`config.mk`:
```
export PLATFORM = sky130hd
export DESIGN_NAME = fetch_queue
export DESIGN_NICKNAME = d
export VERILOG_FILES = /design/src/rtl/fetch_queue.sv
export SDC_FILE = /design/constraint.sdc
export NUM_CORES = 1
export LEC_CHECK = 0
export BUFFER_PORTS_ARGS = -buffer_cell sky130_fd_sc_hd__buf_2
export CORE_UTILIZATION = 45
export DETAILED_ROUTE_END_ITERATION = 7
export GPL_ROUTABILITY_DRIVEN = 0
export GPL_TIMING_DRIVEN = 1
export HOLD_SLACK_MARGIN = 0.06
export PLACE_DENSITY = 0.64
export SLEW_MARGIN = 30
export SYNTH_ARGS = -nofsm -noshare
export SYNTH_HDL_FRONTEND = slang
export SYNTH_SLANG_ARGS = --single-unit
```
`constraint.sdc`:
```
create_clock -name i_clk -period 4.6 [get_ports i_clk]
set_input_delay 0.69 -clock i_clk [delete_from_list [all_inputs] [get_ports i_clk]]
set_output_delay 0.69 -clock i_clk [all_outputs]
set_load 0.05 [all_outputs]
```
`src/rtl/fetch_queue.sv`:
```
// Decoupled instruction fetch: owns the fetch PC, issues one outstanding word read at a time,
// and buffers returned instructions with their PC in a small FIFO for the decode stage.
module fetch_queue #(
    parameter int                XLEN     = 32,
    parameter logic [XLEN-1:0]   PC_RESET = '0,
    parameter int                DEPTH    = 4
) (
    input  logic                     i_clk,
    input  logic                     i_rst,
    output logic                     o_mem_req,
    output logic [XLEN-1:0]          o_mem_addr,
    input  logic                     i_mem_ready,
    input  logic [XLEN-1:0]          i_mem_data,
    output logic                     o_valid,
    output logic [XLEN-1:0]          o_inst,
    output logic [XLEN-1:0]          o_pc,
    input  logic                     i_ready,
    input  logic                     i_redirect,
    input  logic [XLEN-1:0]          i_redirect_pc,
    output logic [$clog2(DEPTH):0]   o_count
);

    localparam int PW = $clog2(DEPTH);
    localparam int CW = PW + 1;

    typedef enum logic [1:0] {
        S_IDLE,
        S_REQ,
        S_DISC
    } state_t;

    state_t            r_state;
    state_t            w_stateNext;
    logic [XLEN-1:0]   r_fetchPc;
    logic [XLEN-1:0]   w_fetchPcNext;
    logic [XLEN-1:0]   r_reqAddr;
    logic [CW-1:0]     r_count;
    logic [PW-1:0]     r_wrPtr;
    logic [PW-1:0]     r_rdPtr;
    logic [XLEN-1:0]   r_instMem [DEPTH];
    logic [XLEN-1:0]   r_pcMem   [DEPTH];

    logic [XLEN-1:0]   w_redirectPc;
    logic [XLEN-1:0]   w_pcPlus4;
    logic              w_push;
    logic              w_pop;
    logic [CW-1:0]     w_countAfter;
    logic              w_holdAddr;

    assign w_redirectPc = i_redirect_pc & ~XLEN'(3);
    assign w_pcPlus4    = r_fetchPc + XLEN'(4);
    assign w_push       = (r_state == S_REQ) && i_mem_ready && !i_redirect;
    assign w_pop        = (r_count != '0) && i_ready && !i_redirect;
    assign w_countAfter = r_count + CW'(w_push) - CW'(w_pop);
    // The address presented to memory must not move while a read is still pending.
    assign w_holdAddr   = (r_state != S_IDLE) && !i_mem_ready;

    always_comb begin
        w_stateNext   = r_state;
        w_fetchPcNext = r_fetchPc;
        case (r_state)
            S_IDLE: begin
                if (i_redirect) begin
                    w_fetchPcNext = w_redirectPc;
                    w_stateNext   = S_REQ;
                end else if (r_count < CW'(DEPTH)) begin
                    w_stateNext   = S_REQ;
                end
            end
            S_REQ: begin
                if (!i_mem_ready) begin
                    if (i_redirect) begin
                        w_fetchPcNext = w_redirectPc;
                        w_stateNext   = S_DISC;
                    end
                end else if (i_redirect) begin
                    w_fetchPcNext = w_redirectPc;
                    w_stateNext   = S_REQ;
                end else begin
                    w_fetchPcNext = w_pcPlus4;
                    w_stateNext   = (w_countAfter < CW'(DEPTH)) ? S_REQ : S_IDLE;
                end
            end
            S_DISC: begin
                if (i_redirect) begin
                    w_fetchPcNext = w_redirectPc;
                end
                if (i_mem_ready) begin
                    w_stateNext = S_REQ;
                end
            end
            default: begin
                w_stateNext = S_IDLE;
            end
        endcase
    end

    always_ff @(posedge i_clk or negedge i_rst) begin
        if (!i_rst) begin
            r_state   <= S_IDLE;
            r_fetchPc <= PC_RESET;
            r_reqAddr <= PC_RESET;
        end else begin
            r_state   <= w_stateNext;
            r_fetchPc <= w_fetchPcNext;
            if (!w_holdAddr) begin
                r_reqAddr <= w_fetchPcNext;
            end
        end
    end

    // A redirect empties the queue outright, overriding any push or pop in the same cycle.
    always_ff @(posedge i_clk or negedge i_rst) begin
        if (!i_rst) begin
            r_wrPtr <= '0;
            r_rdPtr <= '0;
            r_count <= '0;
            for (int i = 0; i < DEPTH; i++) begin
                r_instMem[i] <= '0;
                r_pcMem[i]   <= '0;
            end
        end else if (i_redirect) begin
            r_wrPtr <= '0;
            r_rdPtr <= '0;
            r_count <= '0;
        end else begin
            if (w_push) begin
                r_instMem[r_wrPtr] <= i_mem_data;
                r_pcMem[r_wrPtr]   <= r_fetchPc;
                r_wrPtr            <= r_wrPtr + PW'(1);
            end
            if (w_pop) begin
                r_rdPtr <= r_rdPtr + PW'(1);
            end
            r_count <= w_countAfter;
        end
    end

    assign o_mem_req  = (r_state != S_IDLE);
    assign o_mem_addr = r_reqAddr;
    assign o_valid    = (r_count != '0);
    assign o_inst     = r_instMem[r_rdPtr];
    assign o_pc       = r_pcMem[r_rdPtr];
    assign o_count    = r_count;

endmodule
```
# ---- Word level (Yosys, flattened, before mapping)
# Index checks and enable logic that the tools add are counted.
dict set report classes {
  addsub 5
  order_cmp 5
  n_eq_ne 5
  muxes 27
  bitwise_logic 3
  n_reduce_logical 16
}
# operator count
set ops {}
lappend ops {{$bwmux W128} 2}
lappend ops {{$mux W32} 8}
lappend ops {{$bmux W32 S2} 2}
lappend ops {{$demux W32 S2} 1}
lappend ops {{$pmux W32 S2} 1}
lappend ops {{$add A32 B3 Y32 const B} 1}
lappend ops {{$mux W2} 9}
lappend ops {{$ge A3 B3 Y1 const B} 2}
lappend ops {{$logic_and A1 B1 Y1} 6}
lappend ops {{$lt A3 B3 Y1 const B} 2}
lappend ops {{$ne A3 B3 Y1 const B} 2}
lappend ops {{$not A2 Y3} 2}
lappend ops {{$pmux W2 S3} 1}
lappend ops {{$reduce_bool A2 Y1} 3}
lappend ops {{$add A2 B1 Y2 const B} 2}
lappend ops {{$add A3 B1 Y3} 1}
lappend ops {{$lt A3 B1 Y1 const B} 1}
lappend ops {{$mux W3} 1}
lappend ops {{$reduce_and A3 Y1} 1}
lappend ops {{$reduce_bool A3 Y1} 1}
lappend ops {{$sub A3 B1 Y3} 1}
lappend ops {{$eq A2 B1 Y1 const B} 1}
lappend ops {{$eq A2 B2 Y1 const B} 1}
lappend ops {{$logic_not A1 Y1} 2}
lappend ops {{other kinds (6)} 7}
dict set report word_totals {
  reg_bits 329
  in_bits 69
  output_inout_bits 101
  word_cells 75
}

# ---- Longest topological paths before layout
# Gate-level depths: netlist of run 1.
dict set report depth {
  word_depth 10
  depth_mapped 15
  depth_no_buf 13
}

# ---- Worst setup path before layout of run 1
# OpenSTA, ideal clock, no wires.
dict set report synth_timing {
  path_type {in2reg}
  from {input port i_redirect}
  to {register r_state[0]}
  setup_time_ps 77
  arrival_ps 3203
  required_ps 4523
  path_slack_ps 1319
  path_stages 15
  n_path_buf 4
  path_cell_list {clkbuf_1 -> buf_2 -> buf_2 -> buf_1 -> nor2_1 -> ha_1 -> inv_1 -> ha_1 -> inv_1 -> fa_1 -> xor2_1 -> xnor2_1 -> nor2_1 -> a21o_1 -> a21oi_1}
}
dict set report synth_between {
  elab_chain_len 9
  word_cells_on_any_way 14
  cone_classes {2 x add/sub; 1 x order compare; 2 x eq/ne; 5 x mux; 4 x reduce/logical}
}
# item line_no
set synth_lines {}
lappend synth_lines {{from (decl)} 18} ;# input logic i_redirect,
lappend synth_lines {{$logic_not A1 Y1} {52, 53}}
lappend synth_lines {{$logic_and A1 B1 Y1} 52} ;# assign w_push = (r_state == S_REQ) && i_mem_ready && !i_redirect;
lappend synth_lines {{$add A3 B1 Y3} 54} ;# assign w_countAfter = r_count + CW'(w_push) - CW'(w_pop);
lappend synth_lines {{$sub A3 B1 Y3} 54}
lappend synth_lines {{$lt A3 B3 Y1} 81} ;# w_stateNext = (w_countAfter < CW'(DEPTH)) ? S_REQ : S_IDLE;
lappend synth_lines {{$mux W1} 81}
lappend synth_lines {{$mux W1} 76} ;# end else if (i_redirect) begin
lappend synth_lines {{$mux W2} 71} ;# if (!i_mem_ready) begin
lappend synth_lines {{$pmux W2 S3} 61} ;# case (r_state)
lappend synth_lines {{to (signal assigned)} 104} ;# r_state <= w_stateNext;
lappend synth_lines {{to (decl)} 32} ;# state_t r_state;
# Parallel ways exist; a longest one is shown, timed or not.
# A chain may end at the register's enable or synchronous reset.

# ---- Worst setup path in the final report of run 1
dict set report layout_timing {
  from {register r_rdPtr[0]}
  to {output port o_pc[12]}
}
dict set report layout_between {
  elab_chain_len 4
}
# item line_no
set layout_lines {}
lappend layout_lines {{from (decl)} 39} ;# logic [PW-1:0] r_rdPtr;
lappend layout_lines {{from (signal assigned)} 133} ;# r_rdPtr <= r_rdPtr + PW'(1);
lappend layout_lines {{$not A2 Y3 (implied by the code)} 143} ;# assign o_pc = r_pcMem[r_rdPtr];
lappend layout_lines {{$bmux W32 S2} 143}
lappend layout_lines {{$mux W32 (implied by the code) (2 in series)} 143}
lappend layout_lines {{to (decl)} 16} ;# output logic [XLEN-1:0] o_pc,
# Every way passes these cells. The select of a mux whose other input is x is not followed.

==> flow_metrics.env, run 1 <==
export IMPL_dieHeight_um=184.9
export IMPL_grt_use_total_pct=21.26
export IMPL_dp_hpwl_mm=21.93
export IMPL_p_leak_nw=7.974
export IMPL_avgSynthCellArea_um2=14.12
export IMPL_num_io_pins=170
export IMPL_finalHoldViolCount=0
export IMPL_maxCapViolations=0
export IMPL_r2r_end="r_state[0]"
export IMPL_critical_path_endpoint_type="primary output"
export IMPL_wl_mm=35.17
export IMPL_grt_setup_unrepaired="false"
export IMPL_cts_root_buf="clkbuf_16"
export IMPL_r2r_start="r_state[0]"
export IMPL_hold_class="in2async"
export IMPL_clock_sink_count=329
export IMPL_die_width_um=184.9
export IMPL_antenna_found_initial=2
export IMPL_cp_required_ns=3.91
export IMPL_relSlewSlack_pct=42.11
export IMPL_synth_ff_type="dfrtp_1"
export IMPL_period_share_pct=71.64
export IMPL_via_count=9402
export IMPL_syn_nets=1143
export IMPL_worstRegToRegCells=14
export IMPL_r2r_slack_ns=1.48
export IMPL_skew_ns=0.01232
export IMPL_p_sw_mw=5.237
export IMPL_post_cts_setup_buffers=0
export IMPL_ys_ff_latch=329
export IMPL_synth_top_family_by_area="multiplexers"
export IMPL_synth_async_sr_flop_share_pct=100.0
export IMPL_critPathMaxFanout=28
export IMPL_synth_adder_area_share_pct=0.7146
export IMPL_drc=0
export IMPL_design_area_um2=17320
export IMPL_wire_per_inst_um=21.12
export IMPL_cts_resized=0
export IMPL_status="finished, final reports clean"
export IMPL_initial_core_util_pct=46.04
export IMPL_ys_warn_count=0
export IMPL_synth_xor_area_share_pct=0.9889
export IMPL_synthMuxAreaShare_pct=29.67
export IMPL_synth_simple_area_share_pct=6.041
export IMPL_clkPwrFrac_pct=20.6
export IMPL_areaGrowthSynthToFinish_pct=15.02
export IMPL_max_slew_worst_pin_slew_ns=0.8684
export IMPL_grt_pass1_vias=9664
export IMPL_most_common_layout_cells="327 x dfrtp_1, 267 x mux2_2, 166 x buf_2, 64 x mux4_2, 54 x nand2_1"
export IMPL_postRouteAntennaNets=0
export IMPL_swShare_pct=40.84
export IMPL_fp_row_count=66
export IMPL_worst_skew_pair_late_latency_ns=0.50
export IMPL_holdWs_ns=0.2348
export IMPL_drive_gt1_share_pct=47.22
export IMPL_worstPathArrival_ns=2.61
export IMPL_hold_buffers=0
export IMPL_cts_tree="built"
export IMPL_ys_seq_area_share_pct=54.68
export IMPL_critPathKind="reg2out"
export IMPL_clkTransAtPathRegs_ns=0.06
export IMPL_synthCells=1066
export IMPL_ir_drop_uv=364.0
export IMPL_synth_area_um2=15060
export IMPL_synth_cell_type_count=66
export IMPL_synth_edf_count=0
export IMPL_die_area_um2=34200
export IMPL_placed_area_um2=16250
export IMPL_mostFrequentLayoutCell="dfrtp_1"
export IMPL_grt_pass1_wl_mm=55.47
export IMPL_worstSetupEndpoint="o_pc[12]"
export IMPL_setup_violations=0
export IMPL_min_period_ns=3.295
export IMPL_fp_coreArea_um2=32700
export IMPL_startpoint="r_rdPtr[0]"
export IMPL_cts_buffers=36
export IMPL_slew_viol_final=0
export IMPL_numPortBuffers=167
export IMPL_layout_nets=1278
export IMPL_overflow=0
export IMPL_viasPerCell=5.647
export IMPL_fmax_ghz=0.3035
export IMPL_critPathLaunchType="flip-flop"
export IMPL_synth_compound_area_share_pct=5.052
export IMPL_comb_power_share_pct=41.8
export IMPL_sequentialPowerShare_pct=37.5
export IMPL_clk_path_buf_depth=3
export IMPL_cts_max_level=2
export IMPL_p_int_mw=7.586
export IMPL_p_per_area_nw_per_um2=740.5
export IMPL_grt_max_degree=123
export IMPL_drt_initial_drc_count=630
export IMPL_fin_setup_tns_ns=0
export IMPL_drt_first_pass_iters=5
critical path, cell delays in order, from the launching register on:
cell,delay [ns]
dfrtp_4,0.82
buf_4,0.42
mux4_2,0.60
buf_2,0.24
worst min path at each step:
stage	cells past startpoint	endpoint	from	slack, ns
2_1_floorplan	0	o_count[0]	i_rst	0.39
3_3_place_gp	2	o_mem_addr[25]	o_mem_addr[25]	0.46
3_5_place_dp	2	o_mem_addr[25]	o_mem_addr[25]	0.47
4_1_cts	1	r_instMem[124]	i_rst	0.24
5_1_grt	1	r_instMem[92]	i_rst	0.29
6_report	1	r_instMem[92]	i_rst	0.23
stage by stage:
| step | instances | utilization [%] | setup slack (ns) | power [mW] |
|---|---|---|---|---|
| 2_1_floorplan | 1066 | - | 1.319 | 8.980 |
| 3_3_place_gp | 1605 | 49.69 | 1.162 | 10.15 |
| 3_5_place_dp | 1605 | 49.69 | 1.147 | 10.27 |
| 4_1_cts | 1664 | 52.95 | 1.211 | 12.98 |
| 5_1_grt | 1665 | 52.96 | 1.144 | 13.54 |
| 6_report | 1665 | 52.96 | 1.305 | 12.82 |
synthesized netlist by cell type, types with 5 or more instances:
master | count | area [um2]
dfrtp_1 | 329 | 8233
mux2_2 | 267 | 3007
mux4_2 | 64 | 1441
nand2_1 | 58 | 217.7
nor2_1 | 46 | 172.7
buf_2 | 45 | 225.2
clkbuf_1 | 23 | 86.33
o22ai_1 | 15 | 93.84
a21oi_1 | 14 | 70.07
nand4_1 | 12 | 75.07
o31ai_1 | 11 | 82.58
o21ai_0 | 10 | 50.05
a31oi_1 | 9 | 56.30
nand3_1 | 9 | 45.04
nor4_1 | 9 | 56.30
xnor2_1 | 9 | 78.83
o31a_1 | 8 | 70.07
xor2_1 | 8 | 70.07
buf_1 | 7 | 26.28
ha_1 | 7 | 87.58
inv_1 | 7 | 26.28
nand2b_1 | 7 | 43.79
nor3_1 | 7 | 35.03
a211oi_1 | 6 | 45.04
a21o_1 | 5 | 37.54
and2_1 | 5 | 31.28
and4_1 | 5 | 43.79
power by group through the flow:
stage / clock, mW / combinational, mW / sequential (mW)
3_5_place_dp: 0 / 5.41 / 4.87
4_1_cts: 2.74 / 5.42 / 4.82
6_report: 2.65 / 5.36 / 4.81
5_1_grt: 2.87 / 5.68 / 4.99
2_1_floorplan: 0 / 4.08 / 4.90
3_3_place_gp: 0 / 5.34 / 4.81
cell families (layout without fill, tap and decap cells):
| logic type | after synthesis | in the layout |
|---|---|---|
| AO/OA/AOI/OAI | 108 | 108 |
| XOR/XNOR | 17 | 17 |
| adder cells (fa/ha/maj) | 8 | 8 |
| buffers and inverters | 92 | 248 |
| flip-flops | 329 | 329 |
| multiplexers | 333 | 333 |
| other | 0 | 1 |
| AND/OR/NAND/NOR | 179 | 179 |
state kept, by name, summed over array words and instances, names as in the netlist:
signal      flops
o_count         3
o_mem_addr     32
r_fetchPc      32
r_instMem     128
r_pcMem       128
r_rdPtr         2
r_state         2
r_wrPtr         2
layer usage:
layer	share of wire (%)	GRT usage (%)
met5	0.037	0
met4	2.0	6.347
met3	5.5	3.893
met2	47	33.74
met1	45	29.76
layout make-up:
cell class	instances	area [um2]
fillers	2801	15380
flip-flops and latches	329	8238
multi-input cells	645	6427
clock buffers	55	1044
repair buffers	181	1001
well taps	442	553.0
inverters	8	30.03
clock inverters	4	22.52
diodes	1	2.502
Power figures use the tool's default switching activity.
==> run 2: changes to the inputs <==
- ABC_AREA: unset -> 1
- PLACE_DENSITY: 0.64 -> 0.66
- clock period: 4.6 -> 2.7 ns (I/O delays scaled with it)
==> flow_metrics.env, run 2 <==
export IMPL_hold_start="i_redirect_pc[4]"
export IMPL_p_per_area_nw_per_um2=1307
export IMPL_cpMaxStageDelayCell="dfrtp_2"
export IMPL_finalHoldViolCount=0
export IMPL_seqCellArea_um2=8240
export IMPL_hold_path_endpoint="r_fetchPc[4]"
export IMPL_mostFrequentLayoutCell="nand2_1"
export IMPL_grt_max_degree=129
export IMPL_max_stage_delay_ns=0.58
export IMPL_largest_registers="r_instMem x128, r_pcMem x128"
export IMPL_hold_depth=3
export IMPL_route_met3_wl_mm=2.390
export IMPL_wire_per_inst_um=16.39
export IMPL_wl_met1_mm=18.99
export IMPL_antenna_found_initial=0
export IMPL_drive_gt1_share_pct=15.22
export IMPL_syn_nets=1938
export IMPL_max_slew_worst_pin_slew_ns=0.6206
export IMPL_ir_drop_uv=794.3
export IMPL_areaGrowthSynthToFinish_pct=18.00
export IMPL_grt_pass1_wl_mm=65.18
export IMPL_maxCapViolations=0
export IMPL_ys_warn_count=0
export IMPL_cts_root_buf="clkbuf_16"
export IMPL_critPathKind="reg2out"
export IMPL_critical_path_top_delay_family="buffers and inverters"
export IMPL_fp_row_count=66
export IMPL_num_antenna_cells=0
export IMPL_relSlewSlack_pct=58.62
export IMPL_min_period_ns=2.598
export IMPL_postRouteAntennaNets=0
export IMPL_overflow=0
export IMPL_worst_skew_pair_late_latency_ns=0.52
export IMPL_status="finished, final reports clean"
export IMPL_wl_met2_mm=17.97
export IMPL_fp_coreArea_um2=32870
export IMPL_placed_area_um2=16580
export IMPL_synthCells=1861
export IMPL_clock_sink_count=329
export IMPL_clk_path_buf_depth=3
export IMPL_crit_buf_inv=2
export IMPL_p_leak_nw=8.822
export IMPL_numPortBuffers=167
export IMPL_cts_buffers=36
export IMPL_initial_core_util_pct=46.12
export IMPL_grt_use_total_pct=23.77
export IMPL_final_cells=2459
export IMPL_avgSynthCellArea_um2=8.145
export IMPL_skew_ns=0.01512
export IMPL_ys_ff_latch=329
export IMPL_synth_area_um2=15160
export IMPL_synth_async_sr_flop_share_pct=100.0
export IMPL_cts_max_level=2
export IMPL_slew_viol_final=0
export IMPL_viasPerCell=5.365
export IMPL_synth_ff_type="dfrtp_1"
export IMPL_highest_layer="met4"
export IMPL_synth_most_common_cell="nand2_1"
export IMPL_synth_edf_count=0
export IMPL_setup_violations=0
export IMPL_critPathLaunchType="flip-flop"
export IMPL_layout_nets=2066
export IMPL_critPathMaxFanout=23
export IMPL_drc=0
export IMPL_r2r_slack_ns=0.19
export IMPL_drt_initial_drc_count=1132
export IMPL_cts_tree="built"
export IMPL_r2r_start="o_count[2]"
export IMPL_period_share_pct=96.23
export IMPL_synth_top_cell_by_area="dfrtp_1"
export IMPL_most_common_layout_cells="485 x nand2_1, 325 x dfrtp_1, 261 x o21ai_1, 208 x nor2_1, 164 x buf_2"
export IMPL_num_io_pins=170
export IMPL_multiInputGateArea_um2=6040
export IMPL_die_width_um=185.5
export IMPL_cp_required_ns=2.30
export IMPL_die_area_um2=34420
export IMPL_startpoint="r_rdPtr[1]"
export IMPL_grt_pass1_vias=12610
export IMPL_hold_class="in2reg"
export IMPL_synth_cell_type_count=39
export IMPL_worstRegToRegCells=16
export IMPL_path_cells="buf_4 -> o21ai_0 -> o22ai_1 -> buf_2"
export IMPL_dp_hpwl_mm=25.44
export IMPL_ys_seq_area_share_pct=54.32
export IMPL_via_count=13190
export IMPL_synth_top_cell_area_share_pct=54.32
export IMPL_synth_commonest_cells="490 x nand2_1, 329 x dfrtp_1, 260 x o21ai_1"
export IMPL_design_area_um2=17890
export IMPL_clkTransAtPathRegs_ns=0.07
export IMPL_critical_path_endpoint_type="primary output"
export IMPL_nFillCells=3098
export IMPL_drt_first_pass_iters=5
export IMPL_dieHeight_um=185.5
export IMPL_worstPathArrival_ns=2.19
export IMPL_fmax_ghz=0.3849
export IMPL_placed_cells=2391
export IMPL_r2r_end="r_state[0]"
export IMPL_wl_mm=40.30
export IMPL_synth_area_leaders="dfrtp_1 54%, nand2_1 12%, o21ai_1 8.6%"
[run 2: cell count changes after synthesis, sizes merged, moves of 28 or more]
cell	change
nor2	+170
nand2	+437
o21ai	+402
mux4	-64
mux2	-267
inv	+94
o22ai	+50
nand3	+28
[run 2: power breakdown]
group          leakage, nW  switching [mW]  total (mW)  internal, mW
sequential            4.29            1.08        7.77          6.69
clock                0.636            2.03        5.24          3.21
combinational         3.90            7.67        10.4          2.69
total                 8.82            10.8        23.4          12.6
[run 2: kinds of logic after synthesis]
family,share of synthesized area (%)
and+or+nand+nor,20.36
AOI/OAI and AO/OA,18.38
DFF,54.32
buffers and inverters,6.125
adders and majority gates,0.7099
xor gates and xnor gates,0.1156
[run 2: repair_timing]
action,4_1_cts,5_1_grt
setup endpoints to repair,0,4
hold endpoints to repair,59,0
buffers inserted,0,1
hold buffers,1,0
resized for setup,0,7
[run 2: tightest hold or removal path, cell delays in order]
cell and delay (ns):
buf_2 0.09, nand2_1 0.06, nand2_1 0.06
[run 2: worst max-delay path by stage]
stage | end | cells past startpoint
2_1_floorplan | r_state[0] | 16
3_3_place_gp | r_state[0] | 16
3_5_place_dp | r_state[0] | 16
4_1_cts | o_inst[21] | 4
5_1_grt | r_state[0] | 16
6_report | o_inst[21] | 4
[run 2: cell type report]
class / instances / share of cell area [%]
Timing Repair Buffer: 208 / 7.772
Clock inverter: 18 / 1.259
Sequential cell: 329 / 46.07
Clock buffer: 48 / 5.855
Inverter: 103 / 2.183
Multi-Input combinational cell: 1311 / 33.77
Tap cell: 442 / 3.092
[run 2: per-layer routing]
metal	GRT usage (%)	vias up
met4	7.240	0
met2	37.51	403
met3	3.854	65
li1	-	6435
met5	0	-
met1	33.57	6289
[run 2: metrics by stage]
step | worst slack (ns) | setup TNS (ns) | utilization (%) | hold WS (ns) | power, mW
after floorplan | 0.02729 | 0 | - | 0.1094 | 15.30
after global placement | 0.2043 | 0 | 50.43 | 0.3986 | 17.93
after detailed placement | 0.1205 | 0 | 50.43 | 0.3972 | 18.12
after CTS | 0.08326 | 0 | 54.34 | 0.1110 | 23.45
after global routing | -0.03153 | -0.03153 | 54.42 | 0.1419 | 24.82
final | 0.1017 | 0 | 54.42 | 0.1326 | 23.37
==> run 3: changes to the inputs <==
- PLACE_DENSITY: 0.66 -> 0.64
- clock period: 2.7 -> 3.05 ns (I/O delays scaled with it)
==> flow_metrics.env, run 3 (synthesis gave the netlist of run 2 again) <==
export IMPL_status="finished, final reports clean"
export IMPL_crit_buf_inv=3
export IMPL_layout_nets=2061
export IMPL_critPathKind="reg2out"
export IMPL_slew_viol_final=0
export IMPL_cpMaxStageDelayCell="dfrtp_4"
export IMPL_holdWs_ns=0.1866
export IMPL_critical_path_endpoint_type="primary output"
export IMPL_num_io_pins=170
export IMPL_fp_row_count=66
export IMPL_worstPathArrival_ns=2.42
export IMPL_period_share_pct=94.34
export IMPL_areaGrowthSynthToFinish_pct=16.75
export IMPL_drt_initial_drc_count=1030
export IMPL_ir_drop_uv=839.0
export IMPL_grt_pass1_wl_mm=65.83
export IMPL_fp_coreArea_um2=32870
export IMPL_viasPerCell=5.344
export IMPL_drive_gt1_share_pct=14.28
export IMPL_via_count=13120
export IMPL_grt_pass1_vias=12760
export IMPL_design_area_um2=17700
export IMPL_overflow=0
export IMPL_cts_max_level=2
export IMPL_cts_resized=0
export IMPL_maxCapViolations=0
export IMPL_cts_tree="built"
export IMPL_cts_buffers=36
export IMPL_clk_path_buf_depth=3
export IMPL_grt_use_total_pct=23.99
export IMPL_dieHeight_um=185.5
export IMPL_path_cells="clkinv_2 -> buf_4 -> o21ai_0 -> o22ai_1 -> buf_2"
export IMPL_mostFrequentLayoutCell="nand2_1"
export IMPL_clkPwrFrac_pct=21.3
export IMPL_worst_skew_pair_late_latency_ns=0.51
export IMPL_critPathMaxFanout=31
export IMPL_clock_sink_count=329
export IMPL_fin_setup_tns_ns=0
export IMPL_postRouteAntennaNets=0
export IMPL_cts_root_buf="clkbuf_16"
export IMPL_die_area_um2=34420
export IMPL_p_per_area_nw_per_um2=1148
export IMPL_hold_depth=3
export IMPL_comb_power_share_pct=44.6
export IMPL_initial_core_util_pct=46.12
export IMPL_nFillCells=3240
export IMPL_dp_hpwl_mm=25.69
export IMPL_antenna_found_initial=3
export IMPL_clkTransAtPathRegs_ns=0.06
export IMPL_worstRegToRegCells=16
export IMPL_p_int_mw=10.84
export IMPL_r2r_slack_ns=0.41
export IMPL_grt_setup_unrepaired="false"
export IMPL_wl_mm=40.49
export IMPL_hold_class="in2reg"
export IMPL_relSlewSlack_pct=50.64
export IMPL_setup_violations=0
export IMPL_wire_per_inst_um=16.50
export IMPL_min_period_ns=2.878
export IMPL_critPathLaunchType="flip-flop"
export IMPL_r2r_end="r_state[0]"
export IMPL_p_leak_nw=8.714
export IMPL_critical_path_top_delay_family="buffers and inverters"
export IMPL_skew_ns=0.008661
export IMPL_max_stage_delay_ns=0.64
export IMPL_drt_first_pass_iters=7
export IMPL_hold_path_endpoint="r_fetchPc[4]"
export IMPL_hold_start="i_redirect_pc[4]"
export IMPL_sequentialPowerShare_pct=34.1
export IMPL_largest_registers="r_instMem x128, r_pcMem x128"
export IMPL_swShare_pct=46.66
export IMPL_finalHoldViolCount=0
export IMPL_max_slew_worst_pin_slew_ns=0.7404
export IMPL_numPortBuffers=167
export IMPL_cp_required_ns=2.59
export IMPL_grt_max_degree=87
export IMPL_most_common_layout_cells="486 x nand2_1, 327 x dfrtp_1, 260 x o21ai_1, 208 x nor2_1, 166 x buf_2"
export IMPL_placed_area_um2=16510
export IMPL_fmax_ghz=0.3475
export IMPL_drc=0
export IMPL_r2r_start="o_count[1]"
export IMPL_post_cts_setup_buffers=0
export IMPL_die_width_um=185.5
export IMPL_p_sw_mw=9.480
[run 3: cell types whose count changed in the layout (fill, tap and decap cells not counted), moves of 3 or more]
cell	change
buf_12	-3
clkbuf_1	+9
clkbuf_8	-3
clkinv_2	-6
[run 3: repair_timing]
item / CTS / global route
hold buffers: 1 / 0
endpoints found under the setup margin: 0 / 0
hold endpoints to repair: 79 / 0
[run 3: per-stage QoR]
step	power (mW)	util, %	worst slack (ns)	cells
finish	20.32	53.84	0.1725	2454
global route	21.61	53.84	0.08698	2454
CTS	20.42	53.83	0.1356	2452
detailed placement	16.01	50.22	0.4146	2387
global placement	15.87	50.22	0.4472	2387
floorplan	13.54	-	0.2868	1861
[run 3: worst reg2reg max path: stages (launching register included)]
cell     delay (ns)
dfrtp_1        0.43
inv_1          0.07
nand2_1        0.06
or2_2          0.29
nand2_1        0.16
nor2_1         0.07
ha_1           0.29
inv_1          0.06
ha_1           0.14
inv_1          0.05
fa_1           0.35
inv_1          0.08
o21ai_0        0.08
a21oi_1        0.18
nor2_1         0.06
nor2_1         0.08
o21ai_0        0.07
[run 3: worst max-delay path by stage]
| stage | startpoint | cells after the start | end | slack [ns] |
|---|---|---|---|---|
| 2_1_floorplan | o_count[1] | 16 | r_state[0] | 0.29 |
| 3_3_place_gp | i_mem_ready | 17 | r_state[0] | 0.45 |
| 5_1_grt | r_rdPtr[0] | 5 | o_inst[28] | 0.09 |
| 4_1_cts | r_rdPtr[1] | 4 | o_pc[11] | 0.14 |
| 3_5_place_dp | i_mem_ready | 17 | r_state[0] | 0.41 |
| 6_report | r_rdPtr[0] | 5 | o_pc[11] | 0.17 |
[run 3: area by class of cell]
| cell class | instances | area (um2) | share of cell area (%) |
|---|---|---|---|
| inverter | 103 | 390.4 | 2.206 |
| antenna | 2 | 5.005 | 0.02828 |
| clock inverter | 10 | 135.1 | 0.7636 |
| clock buffer | 54 | 1040 | 5.876 |
| timing repair buffer | 203 | 1306 | 7.382 |
| sequential | 329 | 8238 | 46.55 |
| multi-input combinational | 1311 | 6028 | 34.07 |
| tap | 442 | 553.0 | 3.125 |
[run 3: power groups by stage]
stage	Clock, mW	Sequential [mW]	Combinational, mW
global placement	0	6.92	8.95
CTS	4.44	6.90	9.09
global route	4.62	7.13	9.87
floorplan	0	7.42	6.12
finish	4.33	6.93	9.06
detailed placement	0	6.96	9.06
[run 3: routing by layer]
| metal | part of all wire [%] | wire length (um) | track usage [%] | up-vias |
|---|---|---|---|---|
| li1 | - | - | - | 6403 |
| met1 | 47 | 18850 | 33.34 | 6268 |
| met2 | 45 | 18320 | 38.04 | 379 |
| met3 | 5.9 | 2390 | 4.539 | 63 |
| met4 | 2.3 | 919 | 7.174 | 2 |
| met5 | 0.030 | 12 | 0 | - |
